--- src/rtl/hazard_ctrl_if.sv ---
// rtl/hazard_ctrl_if.sv - hazard unit bundle between the PL_CPU pipeline and hazard_ctrl (fwd selects with HAZ_FWD_EN)
interface hazard_ctrl_if #(
    parameter int REG_ADDR_W = 5
);
    logic                  br_taken;
    logic                  ex_is_load;
    logic                  ex_reg_write;
    logic [REG_ADDR_W-1:0] ex_rd;
    logic                  mem_reg_write;
    logic [REG_ADDR_W-1:0] mem_rd;
    logic [REG_ADDR_W-1:0] id_rs1;
    logic [REG_ADDR_W-1:0] id_rs2;
    logic                  id_use_rs1;
    logic                  id_use_rs2;
    logic                  pc_sel;
    logic                  if_id_flush;
    logic                  id_ex_flush;
    logic                  pc_stall;
    logic                  if_id_stall;
`ifdef HAZ_FWD_EN
    logic [1:0]            fwd_a_sel;
    logic [1:0]            fwd_b_sel;
`endif

    // Pipeline side: reports stage contents, consumes mux selects.
    modport master (
        output br_taken, ex_is_load, ex_reg_write, ex_rd, mem_reg_write, mem_rd,
        output id_rs1, id_rs2, id_use_rs1, id_use_rs2,
`ifdef HAZ_FWD_EN
        input  fwd_a_sel, fwd_b_sel,
`endif
        input  pc_sel, if_id_flush, id_ex_flush, pc_stall, if_id_stall
    );

    // Hazard unit side.
    modport slave (
        input  br_taken, ex_is_load, ex_reg_write, ex_rd, mem_reg_write, mem_rd,
        input  id_rs1, id_rs2, id_use_rs1, id_use_rs2,
`ifdef HAZ_FWD_EN
        output fwd_a_sel, fwd_b_sel,
`endif
        output pc_sel, if_id_flush, id_ex_flush, pc_stall, if_id_stall
    );
endinterface

--- src/rtl/hazard_ctrl.sv ---
// rtl/hazard_ctrl.sv - PL_CPU hazard/control unit: boot bubbles, branch flush, RAW stall (forwarding with HAZ_FWD_EN)
module hazard_ctrl #(
    parameter int REG_ADDR_W      = 5,
    parameter int FLUSH_CYCLES    = 2,
    parameter int STARTUP_BUBBLES = 1
) (
    input  logic         clk,
    input  logic         rst_n,
    hazard_ctrl_if.slave hz
);
    typedef enum logic [1:0] {BOOT, RUN, FLUSH, STALL} state_t;

    state_t     state, state_nxt;
    logic [2:0] boot_cnt, boot_cnt_nxt;
    logic [1:0] flush_cnt, flush_cnt_nxt;

    logic rs1_ex, rs2_ex, rs1_mem, rs2_mem;
    logic hazard;
    logic fwd_ok;
    logic pc_sel, if_id_flush, id_ex_flush, pc_stall, if_id_stall;

    // x0 is hardwired zero, so it never creates a dependency.
    function automatic logic src_match(input logic use_src,
                                       input logic [REG_ADDR_W-1:0] rs,
                                       input logic [REG_ADDR_W-1:0] rd);
        return use_src && (rs == rd) && (rd != '0);
    endfunction

    // Source/destination matches and hazard detection.
    always_comb begin
        rs1_ex  = src_match(hz.id_use_rs1, hz.id_rs1, hz.ex_rd);
        rs2_ex  = src_match(hz.id_use_rs2, hz.id_rs2, hz.ex_rd);
        rs1_mem = src_match(hz.id_use_rs1, hz.id_rs1, hz.mem_rd);
        rs2_mem = src_match(hz.id_use_rs2, hz.id_rs2, hz.mem_rd);
`ifdef HAZ_FWD_EN
        // Only a load result cannot be forwarded in time.
        hazard = hz.ex_is_load && (rs1_ex || rs2_ex);
`else
        // A load always writes its destination, so treat it as a writer too.
        hazard = ((hz.ex_reg_write || hz.ex_is_load) && (rs1_ex || rs2_ex)) ||
                 (hz.mem_reg_write && (rs1_mem || rs2_mem));
`endif
    end

    // Next-state and mux control outputs; taken branch overrides everything after boot.
    always_comb begin
        state_nxt     = state;
        boot_cnt_nxt  = boot_cnt;
        flush_cnt_nxt = flush_cnt;
        pc_sel        = 1'b0;
        if_id_flush   = 1'b0;
        id_ex_flush   = 1'b0;
        pc_stall      = 1'b0;
        if_id_stall   = 1'b0;
        fwd_ok        = 1'b0;
        unique case (state)
            BOOT: begin
                if_id_flush  = 1'b1;
                id_ex_flush  = 1'b1;
                boot_cnt_nxt = boot_cnt - 3'd1;
                if (boot_cnt <= 3'd1) state_nxt = RUN;
            end
            FLUSH: begin
                if_id_flush   = 1'b1;
                flush_cnt_nxt = flush_cnt - 2'd1;
                if (flush_cnt <= 2'd1) state_nxt = RUN;
            end
            default: begin
                if (hazard) begin
                    pc_stall    = 1'b1;
                    if_id_stall = 1'b1;
                    id_ex_flush = 1'b1;
                    state_nxt   = STALL;
                end else begin
                    fwd_ok    = 1'b1;
                    state_nxt = RUN;
                end
            end
        endcase
        if (state != BOOT && hz.br_taken) begin
            pc_sel        = 1'b1;
            if_id_flush   = 1'b1;
            id_ex_flush   = 1'b1;
            pc_stall      = 1'b0;
            if_id_stall   = 1'b0;
            fwd_ok        = 1'b0;
            flush_cnt_nxt = 2'(FLUSH_CYCLES - 1);
            state_nxt     = (FLUSH_CYCLES > 1) ? FLUSH : RUN;
        end
    end

    // State register; reset drops straight back into BOOT.
    always_ff @(posedge clk or negedge rst_n) begin
        if (!rst_n) begin
            state     <= BOOT;
            boot_cnt  <= 3'(STARTUP_BUBBLES);
            flush_cnt <= 2'd0;
        end else begin
            state     <= state_nxt;
            boot_cnt  <= boot_cnt_nxt;
            flush_cnt <= flush_cnt_nxt;
        end
    end

    assign hz.pc_sel      = pc_sel;
    assign hz.if_id_flush = if_id_flush;
    assign hz.id_ex_flush = id_ex_flush;
    assign hz.pc_stall    = pc_stall;
    assign hz.if_id_stall = if_id_stall;

`ifdef HAZ_FWD_EN
    // Forward selects: 01 = EX result (non-load), 10 = MEM result, 00 = register file.
    always_comb begin
        hz.fwd_a_sel = 2'b00;
        hz.fwd_b_sel = 2'b00;
        if (fwd_ok) begin
            if (hz.ex_reg_write && !hz.ex_is_load && rs1_ex) hz.fwd_a_sel = 2'b01;
            else if (hz.mem_reg_write && rs1_mem)            hz.fwd_a_sel = 2'b10;
            if (hz.ex_reg_write && !hz.ex_is_load && rs2_ex) hz.fwd_b_sel = 2'b01;
            else if (hz.mem_reg_write && rs2_mem)            hz.fwd_b_sel = 2'b10;
        end
    end
`endif
endmodule
--- src/flat_wrapper.sv ---
// flat-port wrapper written by rule: the top's interface ports become plain ports
module hazard_ctrl_flat 
#(
    parameter int REG_ADDR_W      = 5,
    parameter int FLUSH_CYCLES    = 2,
    parameter int STARTUP_BUBBLES = 1
)
  (clk, rst_n, hz_br_taken, hz_ex_is_load, hz_ex_reg_write, hz_ex_rd, hz_mem_reg_write, hz_mem_rd, hz_id_rs1, hz_id_rs2, hz_id_use_rs1, hz_id_use_rs2, hz_pc_sel, hz_if_id_flush, hz_id_ex_flush, hz_pc_stall, hz_if_id_stall);
  hazard_ctrl_if #(.REG_ADDR_W(REG_ADDR_W)) hz_i ();
  input  logic clk;
  input  logic rst_n;
  input wire logic [$bits(hz_i.br_taken)-1:0] hz_br_taken;
  input wire logic [$bits(hz_i.ex_is_load)-1:0] hz_ex_is_load;
  input wire logic [$bits(hz_i.ex_reg_write)-1:0] hz_ex_reg_write;
  input wire logic [$bits(hz_i.ex_rd)-1:0] hz_ex_rd;
  input wire logic [$bits(hz_i.mem_reg_write)-1:0] hz_mem_reg_write;
  input wire logic [$bits(hz_i.mem_rd)-1:0] hz_mem_rd;
  input wire logic [$bits(hz_i.id_rs1)-1:0] hz_id_rs1;
  input wire logic [$bits(hz_i.id_rs2)-1:0] hz_id_rs2;
  input wire logic [$bits(hz_i.id_use_rs1)-1:0] hz_id_use_rs1;
  input wire logic [$bits(hz_i.id_use_rs2)-1:0] hz_id_use_rs2;
  output wire logic [$bits(hz_i.pc_sel)-1:0] hz_pc_sel;
  output wire logic [$bits(hz_i.if_id_flush)-1:0] hz_if_id_flush;
  output wire logic [$bits(hz_i.id_ex_flush)-1:0] hz_id_ex_flush;
  output wire logic [$bits(hz_i.pc_stall)-1:0] hz_pc_stall;
  output wire logic [$bits(hz_i.if_id_stall)-1:0] hz_if_id_stall;
  assign hz_i.br_taken = hz_br_taken;
  assign hz_i.ex_is_load = hz_ex_is_load;
  assign hz_i.ex_reg_write = hz_ex_reg_write;
  assign hz_i.ex_rd = hz_ex_rd;
  assign hz_i.mem_reg_write = hz_mem_reg_write;
  assign hz_i.mem_rd = hz_mem_rd;
  assign hz_i.id_rs1 = hz_id_rs1;
  assign hz_i.id_rs2 = hz_id_rs2;
  assign hz_i.id_use_rs1 = hz_id_use_rs1;
  assign hz_i.id_use_rs2 = hz_id_use_rs2;
  assign hz_pc_sel = hz_i.pc_sel;
  assign hz_if_id_flush = hz_i.if_id_flush;
  assign hz_id_ex_flush = hz_i.id_ex_flush;
  assign hz_pc_stall = hz_i.pc_stall;
  assign hz_if_id_stall = hz_i.if_id_stall;
  hazard_ctrl #(.REG_ADDR_W(REG_ADDR_W), .FLUSH_CYCLES(FLUSH_CYCLES), .STARTUP_BUBBLES(STARTUP_BUBBLES)) u_core (.clk(clk), .rst_n(rst_n), .hz(hz_i));
endmodule
--- config.mk ---
export PLATFORM = sky130hd
export DESIGN_NAME = hazard_ctrl_flat
export DESIGN_NICKNAME = d
export VERILOG_FILES = /design/src/rtl/hazard_ctrl_if.sv /design/src/rtl/hazard_ctrl.sv /design/src/flat_wrapper.sv
export SDC_FILE = /design/constraint.sdc
export NUM_CORES = 1
export LEC_CHECK = 0
export BUFFER_PORTS_ARGS = -buffer_cell sky130_fd_sc_hd__buf_2
export CAP_MARGIN = 20
export CORE_MARGIN = 1
export CORE_UTILIZATION = 49
export CTS_BUF_LIST = sky130_fd_sc_hd__clkbuf_2 sky130_fd_sc_hd__clkbuf_4 sky130_fd_sc_hd__clkbuf_8
export CTS_CLUSTER_DIAMETER = 150
export DETAILED_ROUTE_END_ITERATION = 6
export PLACE_DENSITY = 0.92
export SYNTH_ARGS = -nofsm -noshare
export SYNTH_HDL_FRONTEND = slang
export SYNTH_SLANG_ARGS = --single-unit
--- constraint.sdc ---
create_clock -name clk -period 2.5 [get_ports clk]
set_input_delay 0.5 -clock clk [delete_from_list [all_inputs] [get_ports clk]]
set_output_delay 0.5 -clock clk [all_outputs]
set_load 0.01 [all_outputs]
==> run metrics <==
Syn Area/Cell 8.245 µm²; reg-to-reg endpoint u_core.state[0]; Finished Cell Area 847.1 µm²; Initial Util 55.63%; hpwl dp 1404 µm; DR vias 693; final core occ 73.27%; Main synth FF type dfrtp_1; # fillers 80; Antenna Cells 0; setup repair bufs after CTS 0; IO Port Bufs 32; insertion delay of the later-clocked pin in the worst-skew pair 260 ps; asr flop ratio synth 100.0%; Finish-stage setup viols 0; Ports 33; flop2flop setup slack 1220 ps; Vias/cell 5.500; Tmin final 2366 ps; gp weighted congestion 0.8477; Flop pwr share 34.2%; post-synthesis cell type count 24; Worst Setup Start Kind input pin; Worst VDD drop 0.0003495 V; site row count 12; Comb pwr share 46.5%; status finished clean; TritonCTS buffer count 3; Clock Power Share 19.3%; worst r2r src u_core.state[0]; Total Routing Usage GR 28.52%; TNS Setup 0 ps; Peak Freq 422.6 MHz; initial DRC count 9; Pwr Total 0.6181 mW; Slew headroom 80.02%; max-slew violations 0; flops & latches, synth 7; hold_buf cts 0; global-route wire length before repair 2684 µm; Crit. End Element primary output; post-synthesis mux area share 0%; antenna violations before repair 0; leakage 0.3863 nW; CTS tree built; Compound-Gate Fraction of Synth Area 14.40%; Overflow after GRT 0; DRC Markers 0; final hold slack 61.71 ps; Hold Crit Class input pin to asynchronous set/reset pin; Max Cap Violations 0; Core Region 0.001156 mm²; clock sink total 7; Routed WL 1695 µm; Die Wd 38.23 µm; Clk Tree Root Cell clkbuf_4; NetSw 0.2451 mW; Post-synth EDFFs 0; worst path required time 2000 ps; Crit path arrival time 1870 ps; area grow syn2layout 31.71%; YS warnings 0; share of layout cells above drive strength 1 34.82%; Die Span Y 38.23 µm; clk buf depth 2; PwrDens 729.6 mW/mm²; CP Max Fanout 3; Synth Area in Simple Gates 17.70%; Synth Net Count 109; adder-cell share of the synthesized area 5.837%; Die Area 0.001462 mm²; Max H-tree Level 1; cells after synthesis 78; largest family of logic cells by synthesized area XOR/XNOR gates; Post-DP Area 809.5 µm²; DRT antenna net count 0; vias in the first global route 648; worst reg2reg path depth 2; Initial DRT Pass Iterations 4; largest net degree at the start of global routing 8; Switching Fraction 39.65%; RSZ-0062 raised after global routing no; Slew @ Worst Pin 298.8 ps; clock skew 3.153 ps; Synth Area in XOR/XNOR 29.96%; wire length per cell 13.45 µm; period utilization 94.66%; NumNets Final 144; Fin. Hold Viols 0; clock transition at the registers of the reported paths 60 ps; kind of critical path input pin to primary output; Mapped Area 643.1 µm²; sequential fraction of the synthesis area 27.43%; Pint 0.3730 mW
==> flip-flops by register name (all words and copies together), names as in the netlist <==
name and flops:
u_core.flush_cnt 2, u_core.state 2, u_core.boot_cnt 3
==> cell usage in the layout, fill, tap and decap left out, types with 2 or more instances in the layout <==
master	instances
a21oi_1	4
buf_2	32
clkbuf_4	4
dfrtp_1	6
ha_1	3
inv_1	5
nand2_1	8
nand4_1	4
nor2_1	6
o21ai_0	4
o22ai_1	2
xnor2_1	22
==> cell usage after synthesis, types with 2 or more instances <==
master	count	area [µm²]
xnor2_1	22	192.7
inv_1	5	18.77
nor2_1	6	22.52
ha_1	3	37.54
nand4_1	4	25.02
o21ai_0	4	20.02
o22ai_1	2	12.51
a21oi_1	4	20.02
dfrtp_1	6	150.1
nand2_1	8	30.03
==> what timing repair did <==
item | 4_1_cts | 5_1_grt
resized for setup | 0 | 1
endpoints found under the setup margin | 0 | 3
hold endpoints to repair | 0 | 0
==> worst max path at each step <==
stage,end,start
6_report,hz_id_ex_flush,hz_ex_rd[1]
5_1_grt,hz_id_ex_flush,hz_ex_rd[1]
4_1_cts,hz_id_ex_flush,hz_ex_rd[1]
3_5_place_dp,hz_id_ex_flush,hz_ex_rd[1]
3_3_place_gp,hz_id_ex_flush,hz_ex_rd[1]
2_1_floorplan,hz_pc_stall,hz_ex_rd[1]
==> critical path: stages <==
cell and delay [ps]:
buf_2 120, or4_1 510, o22a_1 200, a32oi_2 260, a31oi_1 120, buf_2 150
==> cell families (layout without fill, tap and decap cells) <==
| family | count (synthesis) | after routing |
|---|---|---|
| AOI/OAI and AO/OA | 15 | 15 |
| and+or+nand+nor | 24 | 24 |
| buffers and inverters | 7 | 41 |
| adders and majority gates | 3 | 3 |
| DFF | 7 | 7 |
| xor gates and xnor gates | 22 | 22 |
==> through the flow <==
step,instances,setup WS (ps)
after floorplan,78,359.7
after global placement,122,191.8
after detailed placement,122,69.94
after CTS,126,64.89
after global routing,126,46.52
final,126,133.6
==> power by group through the flow <==
stage                     logic, mW  registers [mW]  clock network, mW
after floorplan               0.201           0.202                  0
after global placement        0.267           0.210                  0
after detailed placement      0.284           0.213                  0
after CTS                     0.287           0.211              0.120
after global routing          0.321           0.217              0.131
final                         0.287           0.212              0.119
==> metal layers <==
metal	GRT usage, %	vias up	share of wire (%)
met5	0	-	0
met4	24.11	0	5.6
met3	8.721	11	6.7
met2	49.58	44	53
met1	26.71	302	35
li1	-	336	-
==> cell type report <==
cell class / instances / area (µm²) / area share, %
multi-input combinational: 64 / 444.2 / 52.44
sequential: 7 / 176.4 / 20.83
timing repair buffer: 32 / 160.2 / 18.91
clock buffer: 4 / 30.03 / 3.545
inverter: 5 / 18.77 / 2.216
tap: 14 / 17.52 / 2.068
Power figures use the tool's default switching activity.
